<file path="src/rtl/seq_pkg.sv">
// Shared types and helpers for the programmable output sequencer.
package seq_pkg;

  typedef enum logic [1:0] {
    IDLE   = 2'd0,
    RUN    = 2'd1,
    FINISH = 2'd2
  } state_t;

  // Index width for a table of n entries; never narrower than one bit.
  function automatic int unsigned idx_w(input int unsigned n);
    return (n < 2) ? 1 : $clog2(n);
  endfunction

endpackage

</file>
<file path="src/rtl/seq_pattern_table.sv">
// Step table: pattern/dwell register array, one write port, combinational read.
module seq_pattern_table
  import seq_pkg::*;
#(
  parameter  int unsigned N_OUT   = 4,
  parameter  int unsigned N_STEPS = 4,
  parameter  int unsigned DWELL_W = 8,
  localparam int unsigned IDX_W   = idx_w(N_STEPS)
) (
  input  logic               clk,
  input  logic               we,
  input  logic [IDX_W-1:0]   wr_addr,
  input  logic [N_OUT-1:0]   wr_pattern,
  input  logic [DWELL_W-1:0] wr_dwell,
  input  logic [IDX_W-1:0]   rd_idx,
  output logic [N_OUT-1:0]   rd_pattern,
  output logic [DWELL_W-1:0] rd_dwell
);

  logic [N_OUT-1:0]   pat_mem   [N_STEPS];
  logic [DWELL_W-1:0] dwell_mem [N_STEPS];

  // No reset: table contents survive rst and abort.
  always_ff @(posedge clk) begin
    if (we && (32'(wr_addr) < N_STEPS)) begin
      pat_mem[wr_addr]   <= wr_pattern;
      dwell_mem[wr_addr] <= wr_dwell;
    end
  end

  assign rd_pattern = pat_mem[rd_idx];
  assign rd_dwell   = dwell_mem[rd_idx];

endmodule

</file>
<file path="src/rtl/seq_pattern_ctrl.sv">
// Programmable multi-channel output sequencer: steps through a pattern table,
// holding each entry for dwell+1 cycles, then finishes or wraps.
module seq_pattern_ctrl
  import seq_pkg::*;
#(
  parameter  int unsigned N_OUT   = 4,
  parameter  int unsigned N_STEPS = 4,
  parameter  int unsigned DWELL_W = 8,
  localparam int unsigned IDX_W   = idx_w(N_STEPS)
) (
  input  logic               clk,
  input  logic               rst,
  input  logic               start,
  input  logic               abort,
  input  logic               loop_en,
  input  logic               cfg_we,
  input  logic [IDX_W-1:0]   cfg_addr,
  input  logic [N_OUT-1:0]   cfg_pattern,
  input  logic [DWELL_W-1:0] cfg_dwell,
  output logic [N_OUT-1:0]   outs,
  output logic               active,
  output logic               busy,
  output logic               done,
  output logic [IDX_W-1:0]   step_idx
);

  state_t             state;
  logic [DWELL_W-1:0] cnt;
  logic               last;
  logic [IDX_W-1:0]   rd_idx;
  logic [N_OUT-1:0]   rd_pattern;
  logic [DWELL_W-1:0] rd_dwell;

  assign last = (step_idx == IDX_W'(N_STEPS - 1));

  // Single read port: it always addresses the entry loaded at the next
  // reload, i.e. step 0 when starting or wrapping, else step_idx+1.
  always_comb begin
    rd_idx = '0;
    if (state == RUN && !last) rd_idx = step_idx + IDX_W'(1);
  end

  seq_pattern_table #(
    .N_OUT   (N_OUT),
    .N_STEPS (N_STEPS),
    .DWELL_W (DWELL_W)
  ) u_table (
    .clk        (clk),
    .we         (cfg_we & ~busy),
    .wr_addr    (cfg_addr),
    .wr_pattern (cfg_pattern),
    .wr_dwell   (cfg_dwell),
    .rd_idx     (rd_idx),
    .rd_pattern (rd_pattern),
    .rd_dwell   (rd_dwell)
  );

  always_ff @(posedge clk) begin
    if (rst) begin
      state    <= IDLE;
      outs     <= '0;
      active   <= 1'b0;
      busy     <= 1'b0;
      done     <= 1'b0;
      step_idx <= '0;
      cnt      <= '0;
    end else begin
      done <= 1'b0;
      if (abort) begin
        state    <= IDLE;
        outs     <= '0;
        active   <= 1'b0;
        busy     <= 1'b0;
        step_idx <= '0;
        cnt      <= '0;
      end else begin
        case (state)
          IDLE, FINISH: begin
            if (start) begin
              state    <= RUN;
              step_idx <= '0;
              outs     <= rd_pattern;
              cnt      <= rd_dwell;
              busy     <= 1'b1;
              active   <= 1'b0;
            end
          end
          RUN: begin
            if (cnt != '0) begin
              cnt <= cnt - DWELL_W'(1);
            end else if (!last || loop_en) begin
              step_idx <= rd_idx;
              outs     <= rd_pattern;
              cnt      <= rd_dwell;
            end else begin
              state  <= FINISH;
              busy   <= 1'b0;
              active <= 1'b1;
              done   <= 1'b1;
            end
          end
          default: state <= IDLE;
        endcase
      end
    end
  end

endmodule

</file>
<file path="config.mk">
export PLATFORM = sky130hd
export DESIGN_NAME = seq_pattern_ctrl
export DESIGN_NICKNAME = d
export VERILOG_FILES = /design/src/rtl/seq_pkg.sv /design/src/rtl/seq_pattern_table.sv /design/src/rtl/seq_pattern_ctrl.sv
export SDC_FILE = /design/constraint.sdc
export NUM_CORES = 1
export LEC_CHECK = 0
export CORE_MARGIN = 5
export CORE_UTILIZATION = 43
export DETAILED_ROUTE_END_ITERATION = 12
export PLACE_DENSITY = 0.73
export SETUP_SLACK_MARGIN = 0.3
export SYNTH_ARGS = -nofsm -noshare
export SYNTH_HDL_FRONTEND = slang
export SYNTH_SLANG_ARGS = --single-unit
</file>
<file path="constraint.sdc">
create_clock -name clk -period 5.5 [get_ports clk]
set_input_delay 1.1 -clock clk [delete_from_list [all_inputs] [get_ports clk]]
set_output_delay 1.1 -clock clk [all_outputs]
set_load 0.01 [all_outputs]
</file>
Word-level counts from Yosys, hierarchy flattened
Memory sizes are Yosys's and may differ from the RTL's.
Index checks and enable logic that the tools add are counted.
Cells by class
  reduce and logical (&&, ||, !) cells: 13
  bitwise logic cells: 3
  equality and inequality tests: 8
  muxes and demuxes: 28
  add/subtract/negate cells: 2
Operator list (number)
  $mux 8: 3
  $pmux 8 s2: 1
  $mux 2: 7
  $mux 4: 3
  $mux 1: 9
  $pmux 2 s2: 2
  $pmux 4 s2: 1
  $reduce_and 4->1: 2
  $reduce_bool 8->1: 1
  $sub 8x1->8 const B: 1
  $ne 2x2->1 const B: 3
  $reduce_and 3->1: 2
  $eq 2x2->1 const B: 2
  $pmux 1 s2: 2
  $reduce_or 2->1: 2
  $reduce_or 4->1: 1
  $ne 3x1->1 const B: 1
  $add 2x1->2 const B: 1
  $eq 2x1->1 const B: 1
  $logic_not 2->1: 1
  $ne 2x1->1 const B: 1
  $not 1->1: 2
  $reduce_bool 2->1: 1
  $and 1x1->1: 1
  other kinds (3): 3
Word-level totals
  input port bits: 20
  flip-flop bits (word level): 19
  bits in writable memories: 48
  output and inout port bits: 9
  memories: 2
  logic and storage cells: 63
Memory list
  u_table.dwell_mem: depth 4, bits a word 8, rd ports 1, clocked after memory_dff 0, wr ports 1, RTL line seq_pattern_table.sv:21  | logic [DWELL_W-1:0] dwell_mem [N_STEPS];
  u_table.pat_mem: depth 4, bits a word 4, rd ports 1, clocked after memory_dff 0, wr ports 1, RTL line seq_pattern_table.sv:20  | logic [N_OUT-1:0] pat_mem [N_STEPS];

Logic depth before layout (Yosys ltp)
An unclocked memory read counts as a cell.
  depth after elaboration: 8
  mapped depth: 8
  depth with buffers taken out: 7

Modules after synthesis
A second synthesis with hierarchy kept.
Unflattened totals
  cells, all modules: 196
  area, all modules: 2840.2 sq um
Modules (own cells, without submodules)
  seq_pattern_table: cells each 66, instances 1, area each 1766.7 sq um, sequential area each 1441.4 sq um
  seq_pattern_ctrl: cells each 130, instances 1, area each 1073.5 sq um, sequential area each 380.4 sq um

Worst setup path after synthesis
No wires, ideal clock.
  path kind: input -> register
  start: input port cfg_we
  end: memory u_table.dwell_mem[0][0] (enable)
  library setup time: 399 ps
  path buffers: 0
  data arrival time: 2280 ps
  required time: 5101 ps
  cell stages on the path: 2
  slack: 2821 ps
  cell sequence: nor2b_1 > nor3b_1
On the way
  cells in the longest elaborated chain, start to end: 3
Ends and longest elaborated chain
  start, declared: RTL line seq_pattern_ctrl.sv:16  | input logic cfg_we,
  $and 1x1->1: RTL line seq_pattern_ctrl.sv:49  | .we (cfg_we & ~busy),
  $mux 1: RTL line seq_pattern_table.sv:25  | if (we && (32'(wr_addr) < N_STEPS)) begin
  $mux 1 (not written as such): RTL line seq_pattern_table.sv:27  | dwell_mem[wr_addr] <= wr_dwell;
  end, declared: RTL line seq_pattern_table.sv:21
No other way between the ends.

Worst setup path in the final report
  start: register step_idx[0]
  end: output port step_idx[0]
RTL lines
  start, declared: RTL line seq_pattern_ctrl.sv:24  | output logic [IDX_W-1:0] step_idx
  start signal, assigned: RTL line seq_pattern_ctrl.sv:92  | step_idx <= rd_idx;
No word-level cell between the ends.

==> results by group <==
Finish
  – Diode count: 0
  – Final nets: around 260
  – Layout cells sized above 1: 13.0%
  – Layout area overhead: 19.8%
  – Fillcell total: about 530
  – Cell Count, Final, Fillers Out: around 320

Clock tree
  – Max H-tree Level: 3
  – CTS tree: done
  – Clock Latency Late Sink: ~0.34 ns
  – CTS sink cnt: 67
  – Post-CTS sizing: 0
  – Setup bufs post-CTS: 0
  – Root Driver: clkbuf_8
  – TritonCTS Buffers: 9
  – Max Buffers Root-to-Sink: 2
  – Clk slew on worst S/H paths: 0.07 ns
  – Hold buffer count at CTS: 0

Floorplanning
  – Core box area: 6350 um^2
  – Effective utilization at floorplan: approximately 44%
  – Die span in y: ~90 um
  – Die Wd: between 90 and 100 um
  – Die area: between 8000 and 9000 um^2
  – Ports: 29
  – Placement row count: 29

Yosys
  – Seq/Total Area, Yosys: between 60% and 70%
  – Post-Synthesis Cells: 210
  – Post-synth ARST share: 0%
  – Yosys warns: 0
  – Post-Syn Nets: about 230
  – Synth Area per Inst: 13.4 um^2
  – Mux cell area share after synthesis: about 5.1%
  – Adder-cell share of the synthesized area: under 10%
  – Synthesized area: 2810 um^2
  – Yosys cell types: 55
  – Number of synthesized flops with an enable pin: between 40 and 50
  – Synth Flop Type: edfxtp_1
  – Seq cells post-synth: 67
  – Main combinational cell family by area after synthesis: compound AO/OA/AOI/OAI gates
  – Xor-xnor portion of the synthesized cell area: 0.623%
  – Synth Area in Compound Gates: 13.4%
  – Simple-gate share of the synthesized area: 11.7%

Timing
  – Final Critical Period: about 2.8 ns
  – Peak Freq: about 360 MHz
  – Worst Hold Slack: between 0.4 and 0.5 ns
  – RSZ-0062 raised after global routing: false
  – Final period util: 50.8%
  – Fin Clk Skew: between 0.01 and 0.015 ns
  – Relative slew margins: approximately 26%
  – Worst-Margin Slew: 1.11 ns
  – TNS Setup: 0 ns
  – Final slew viol count: 0
  – Endpoints failing setup: 0
  – Final hold viol count: 0

Placed design
  – DP Cell Count: a little over 300
  – Final Wtd Congestion: ~0.80
  – DPL Wire Length: ~3800 um
  – # port buffers: 28

Critical path
  – Crit path max-delay family: flip-flops
  – CP max FO: 13
  – CP required: approximately 4.4 ns
  – CP endpoint kind: output port
  – Crit-path cells: clkdlybuf4s50_1
  – Buf+Inv Stages, Crit Path: 1
  – Worst Path Arrival: between 1.5 and 2 ns
  – Crit-path max cell delay: approximately 0.7 ns
  – FF-to-FF setup slack: around 3.1 ns
  – CP Launch Type: register
  – Slowest-stage cell, CP: dfxtp_1
  – Critical path class: reg2out

Route
  – Drt total wl: 5490 um
  – Post-route DRC violation count: 0
  – DR WL/cell: approximately 17 um
  – Number of DRC violations after detailed-routing iteration 0: between 80 and 90
  – Final ANT Viol Nets: 0
  – Drt pass-1 iters: 4
  – DR vias: around 1800
  – Mean number of vias per cell: about 5.6

GRT
  – GRT Overall Usage: 14.1%
  – Largest net degree at the start of global routing: 25
  – First-pass GRT wire length: about 9000 um
  – Antenna violations before repair: 0
  – Vias in the first global route: ~1700
  – Gr ovfl total: 0

Outcome
  – Outcome: finished, final reports clean

Pwr
  – P_leak: about 1.1 nW
  – Pwr/cell area: about 330 nW/um^2
  – VDD IR-drop max: approximately 320 uV

Hold path
  – Type of the worst min-delay path: reg2reg

Run
  – Maxcap violations: 0
==> layout make-up <==
type | instances | area [um^2] | area share, %
Tap cell | 77 | 96.3 | 2.86
Inverter | 2 | 7.51 | 0.223
Sequential cell | 67 | 1820 | 54.1
Timing Repair Buffer | 30 | 295 | 8.77
Clock inverter | 7 | 98.8 | 2.93
Clock buffer | 9 | 124 | 3.68
Multi-Input combinational cell | 131 | 925 | 27.5
==> logic make-up after synthesis <==
group	count (synthesis)
and+or+nand+nor	59
muxes	14
xor gates and xnor gates	2
buffers and inverters	12
adders and majority gates	3
DFF	67
AOI/OAI and AO/OA	53
==> synth_stat cells, types with 2 or more instances <==
cell type,instances,area (um^2)
nand2_1,21,78.8
o221ai_1,5,43.8
mux2_2,2,22.5
o21ai_0,7,35.0
inv_1,2,7.51
nand3_1,2,10.0
nor3b_1,2,15.0
clkbuf_1,3,11.3
mux2i_1,12,120
o211ai_1,3,22.5
buf_2,2,10.0
ha_1,3,37.5
dfxtp_1,19,380
a221oi_1,2,17.5
o21a_1,2,15.0
a211o_1,3,26.3
a21oi_1,15,75.1
nor2_1,9,33.8
nand2b_1,2,12.5
edfxtp_1,48,1440
nor2b_1,3,18.8
nor3_1,5,25.0
o32ai_1,4,35.0
a31oi_1,2,12.5
buf_6,2,22.5
==> metrics by stage <==
stage	area [um^2]	util (%)	power, mW	worst slack, ns
6_report	3370	53.0	1.11	2.71
5_1_grt	3370	53.0	1.16	2.62
4_1_cts	3370	53.0	1.12	2.69
3_5_place_dp	3150	49.5	0.673	2.35
3_3_place_gp	3150	49.5	0.671	2.44
2_1_floorplan	2810	-	0.638	2.82
==> power breakdown <==
part,internal (mW),total (mW),leakage (nW),switching (mW)
combinational,0.0430,0.0954,0.378,0.0525
clock,0.258,0.451,0.110,0.193
sequential,0.558,0.567,0.594,0.00894
==> per-layer routing <==
metal,vias up,part of all wire [%],track usage [%]
met1,860,45,18.9
met4,0,0.78,3.91
met3,5,6.5,5.67
met2,73,47,21.3
met5,-,0,0
li1,874,-,-
==> path summary, 6_finish.rpt <==
kind	startpoint	to	cells after the start
setup / recovery	step_idx[0]$_SDFFE_PP0P_	step_idx[0]	1
hold / removal	active$_SDFFE_PP0P_	active$_SDFFE_PP0P_	2
setup reg to reg	step_idx[0]$_SDFFE_PP0P_	cnt[6]$_SDFFE_PP0P_	6
hold reg to reg	active$_SDFFE_PP0P_	active$_SDFFE_PP0P_	2
==> state kept, by name, summed over array words and instances (netlist names) <==
| name | count |
|---|---|
| outs | 4 |
| state | 2 |
| u_table.pat_mem | 16 |
| step_idx | 2 |
| busy | 1 |
| done | 1 |
| cnt | 8 |
| u_table.dwell_mem | 32 |
| active | 1 |
==> layout by cell type, fill, tap and decap left out, drive strengths merged, types with 2 or more instances in the layout <==
cell type,instances
o21ai,9
mux2,2
buf,2
o221ai,5
nor2b,3
clkdlybuf4s50,28
a31oi,2
clkbuf,9
bufinv,2
a221oi,2
dfxtp,19
nor2,10
clkinv,2
nor4b,2
o21a,2
nand3,2
o32ai,4
inv,4
nand2b,2
a21oi,15
nor3,5
edfxtp,48
ha,3
o211ai,3
nand2,22
nor3b,2
mux2i,12
a211o,4
or3,2
Note: power is estimated with default switching activity, not from simulation.
==> patch, RTL diff (same settings) <==
`N_OUT` is set to 4 in 2 places; all go to 6.
--- a/src/rtl/seq_pattern_table.sv
+++ b/src/rtl/seq_pattern_table.sv
@@ -2,7 +2,7 @@
 module seq_pattern_table
   import seq_pkg::*;
 #(
-  parameter  int unsigned N_OUT   = 4,
+  parameter  int unsigned N_OUT   = 6,
   parameter  int unsigned N_STEPS = 4,
   parameter  int unsigned DWELL_W = 8,
   localparam int unsigned IDX_W   = idx_w(N_STEPS)
--- a/src/rtl/seq_pattern_ctrl.sv
+++ b/src/rtl/seq_pattern_ctrl.sv
@@ -3,7 +3,7 @@
 module seq_pattern_ctrl
   import seq_pkg::*;
 #(
-  parameter  int unsigned N_OUT   = 4,
+  parameter  int unsigned N_OUT   = 6,
   parameter  int unsigned N_STEPS = 4,
   parameter  int unsigned DWELL_W = 8,
   localparam int unsigned IDX_W   = idx_w(N_STEPS)
Interface: changed (resized cfg_pattern and outs); port bits go from 29 to 33. The function was not compared with the original's and may differ.
==> patch against the unedited design <==
  * Die area rose by 15%
  * Total power is 6.3% higher
  * Hold slack worse by 0.0035 ns
  * Sequential cell count rose by 10
  * Final area is 14% higher
  * Area after synthesis rose by 16%
  * Routed wire length increased by 18%
  * Worst setup slack worse by 0.26 ns
==> patch: results (changes against the unedited design) <==
stage;metric;value;unit;change
logic_synthesis;post-synthesis mux area share;0.03556;;-0.01517
detailed_routing;M1 WL;2.895;mm;+17%
final_layout;register area;0.002102;mm^2;+15%
global_route;met3 GRT Util;0.03948;;-0.01718
logic_synthesis;Mapped Cells;263;;+25%
status;status;finished, final reports clean;;
clocking;Clock Sinks;77;;+15%
worst_setup_path;worst-path maximum fanout;23;;+10
final_layout;share of cells above drive strength 1;0.1074;;-0.02270
detailed_routing;total wire length;6.458;mm;+18%
worst_setup_path;Worst Path Arrival;3.28;ns;+1.59 ns
final_layout;CLK BUF;14;;+5
worst_setup_path;R2R cell count;5;;-1
logic_synthesis;syn_nets;288;;+24%
detailed_routing;WL met3;439;um;+23%
place;Detail Placement HPWL;4.421;mm;+17%
final_layout;fillers;594;;+11%
global_route;vias in the first global route;2111;;+22%
global_route;met1 GRT Util;0.1812;;-0.008188
power_and_ir_drop;Leak;1.308;nW;+21%
final_layout;Non-Filler Instances;397;;+23%
logic_synthesis;post-synthesis compound-gate area fraction;0.1208;;-0.01312
global_route;M2 GR Usage;0.2235;;+0.01039
worst_setup_path;R2R setup slack;2.44;ns;-0.68 ns
logic_synthesis;post-synthesis cell area;0.003272;mm^2;+16%
logic_synthesis;post-synthesis sequential area ratio;0.6424;;-0.005528
final_layout;nets;318;;+20%
final_layout;number of non-clock buffers in the layout;33;;+10%
detailed_routing;routed wl met2;3.014;mm;+16%
place;Cell Area, Placed;0.003633;mm^2;+16%
logic_synthesis;Post-Synth Adder-Cell Area;0.01147;;-0.001879
global_route;pin count of the biggest net entering global routing;24;;-4.0%
timing;final hold slack;0.4496;ns;-0.003468 ns
detailed_routing;initial drt markers;150;;+70%
worst_setup_path;reg-to-reg endpoint;outs[0]$_SDFFE_PP0P_;;
timing;fin crit period;3.059;ns;+0.2645 ns
final_layout;area of the multi-input gates;0.001061;mm^2;+15%
final_layout;number of non-clock inverters;5;;+3
final_layout;signal buffers share of area;0.08537;;-0.002297
logic_synthesis;Post-synth EDFFs;56;;+17%
timing;Max Clock Skew;0.01071;ns;-0.0001302 ns
place;dpl cells;381;;+24%
final_layout;Multi-Input Combinational;167;;+27%
global_route;gr usage total;0.1422;;+0.0007500
-- patch: changes by cell type after synthesis, sizes merged, moves of 4 or more --
cell	change
o22ai	+4
a211o	-4
o2111ai	+6
edfxtp	+8
o32ai	-4
or3	+5
o221ai	-5
nand2	+15
nand3	+10
-- patch: worst max-delay path by stage --
stage	end
2_1_floorplan	u_table.dwell_mem[0][0]$_DFFE_PP_
3_3_place_gp	u_table.dwell_mem[1][5]$_DFFE_PP_
3_5_place_dp	u_table.dwell_mem[1][5]$_DFFE_PP_
4_1_cts	outs[0]$_SDFFE_PP0P_
5_1_grt	outs[0]$_SDFFE_PP0P_
6_report	outs[0]$_SDFFE_PP0P_
-- patch: power by group --
group	internal, mW	switching [mW]
clock network	0.231	0.195
registers	0.641	0.00916
logic	0.0459	0.0601
total	0.919	0.265
-- patch: worst max-delay path, cell delays in order, from the launching register on --
cell       delay [ns]
dfxtp_1          0.59
ha_1             0.47
nand4bb_1        0.92
or3_1            0.70
o2111ai_1        0.15
a21oi_1          0.10
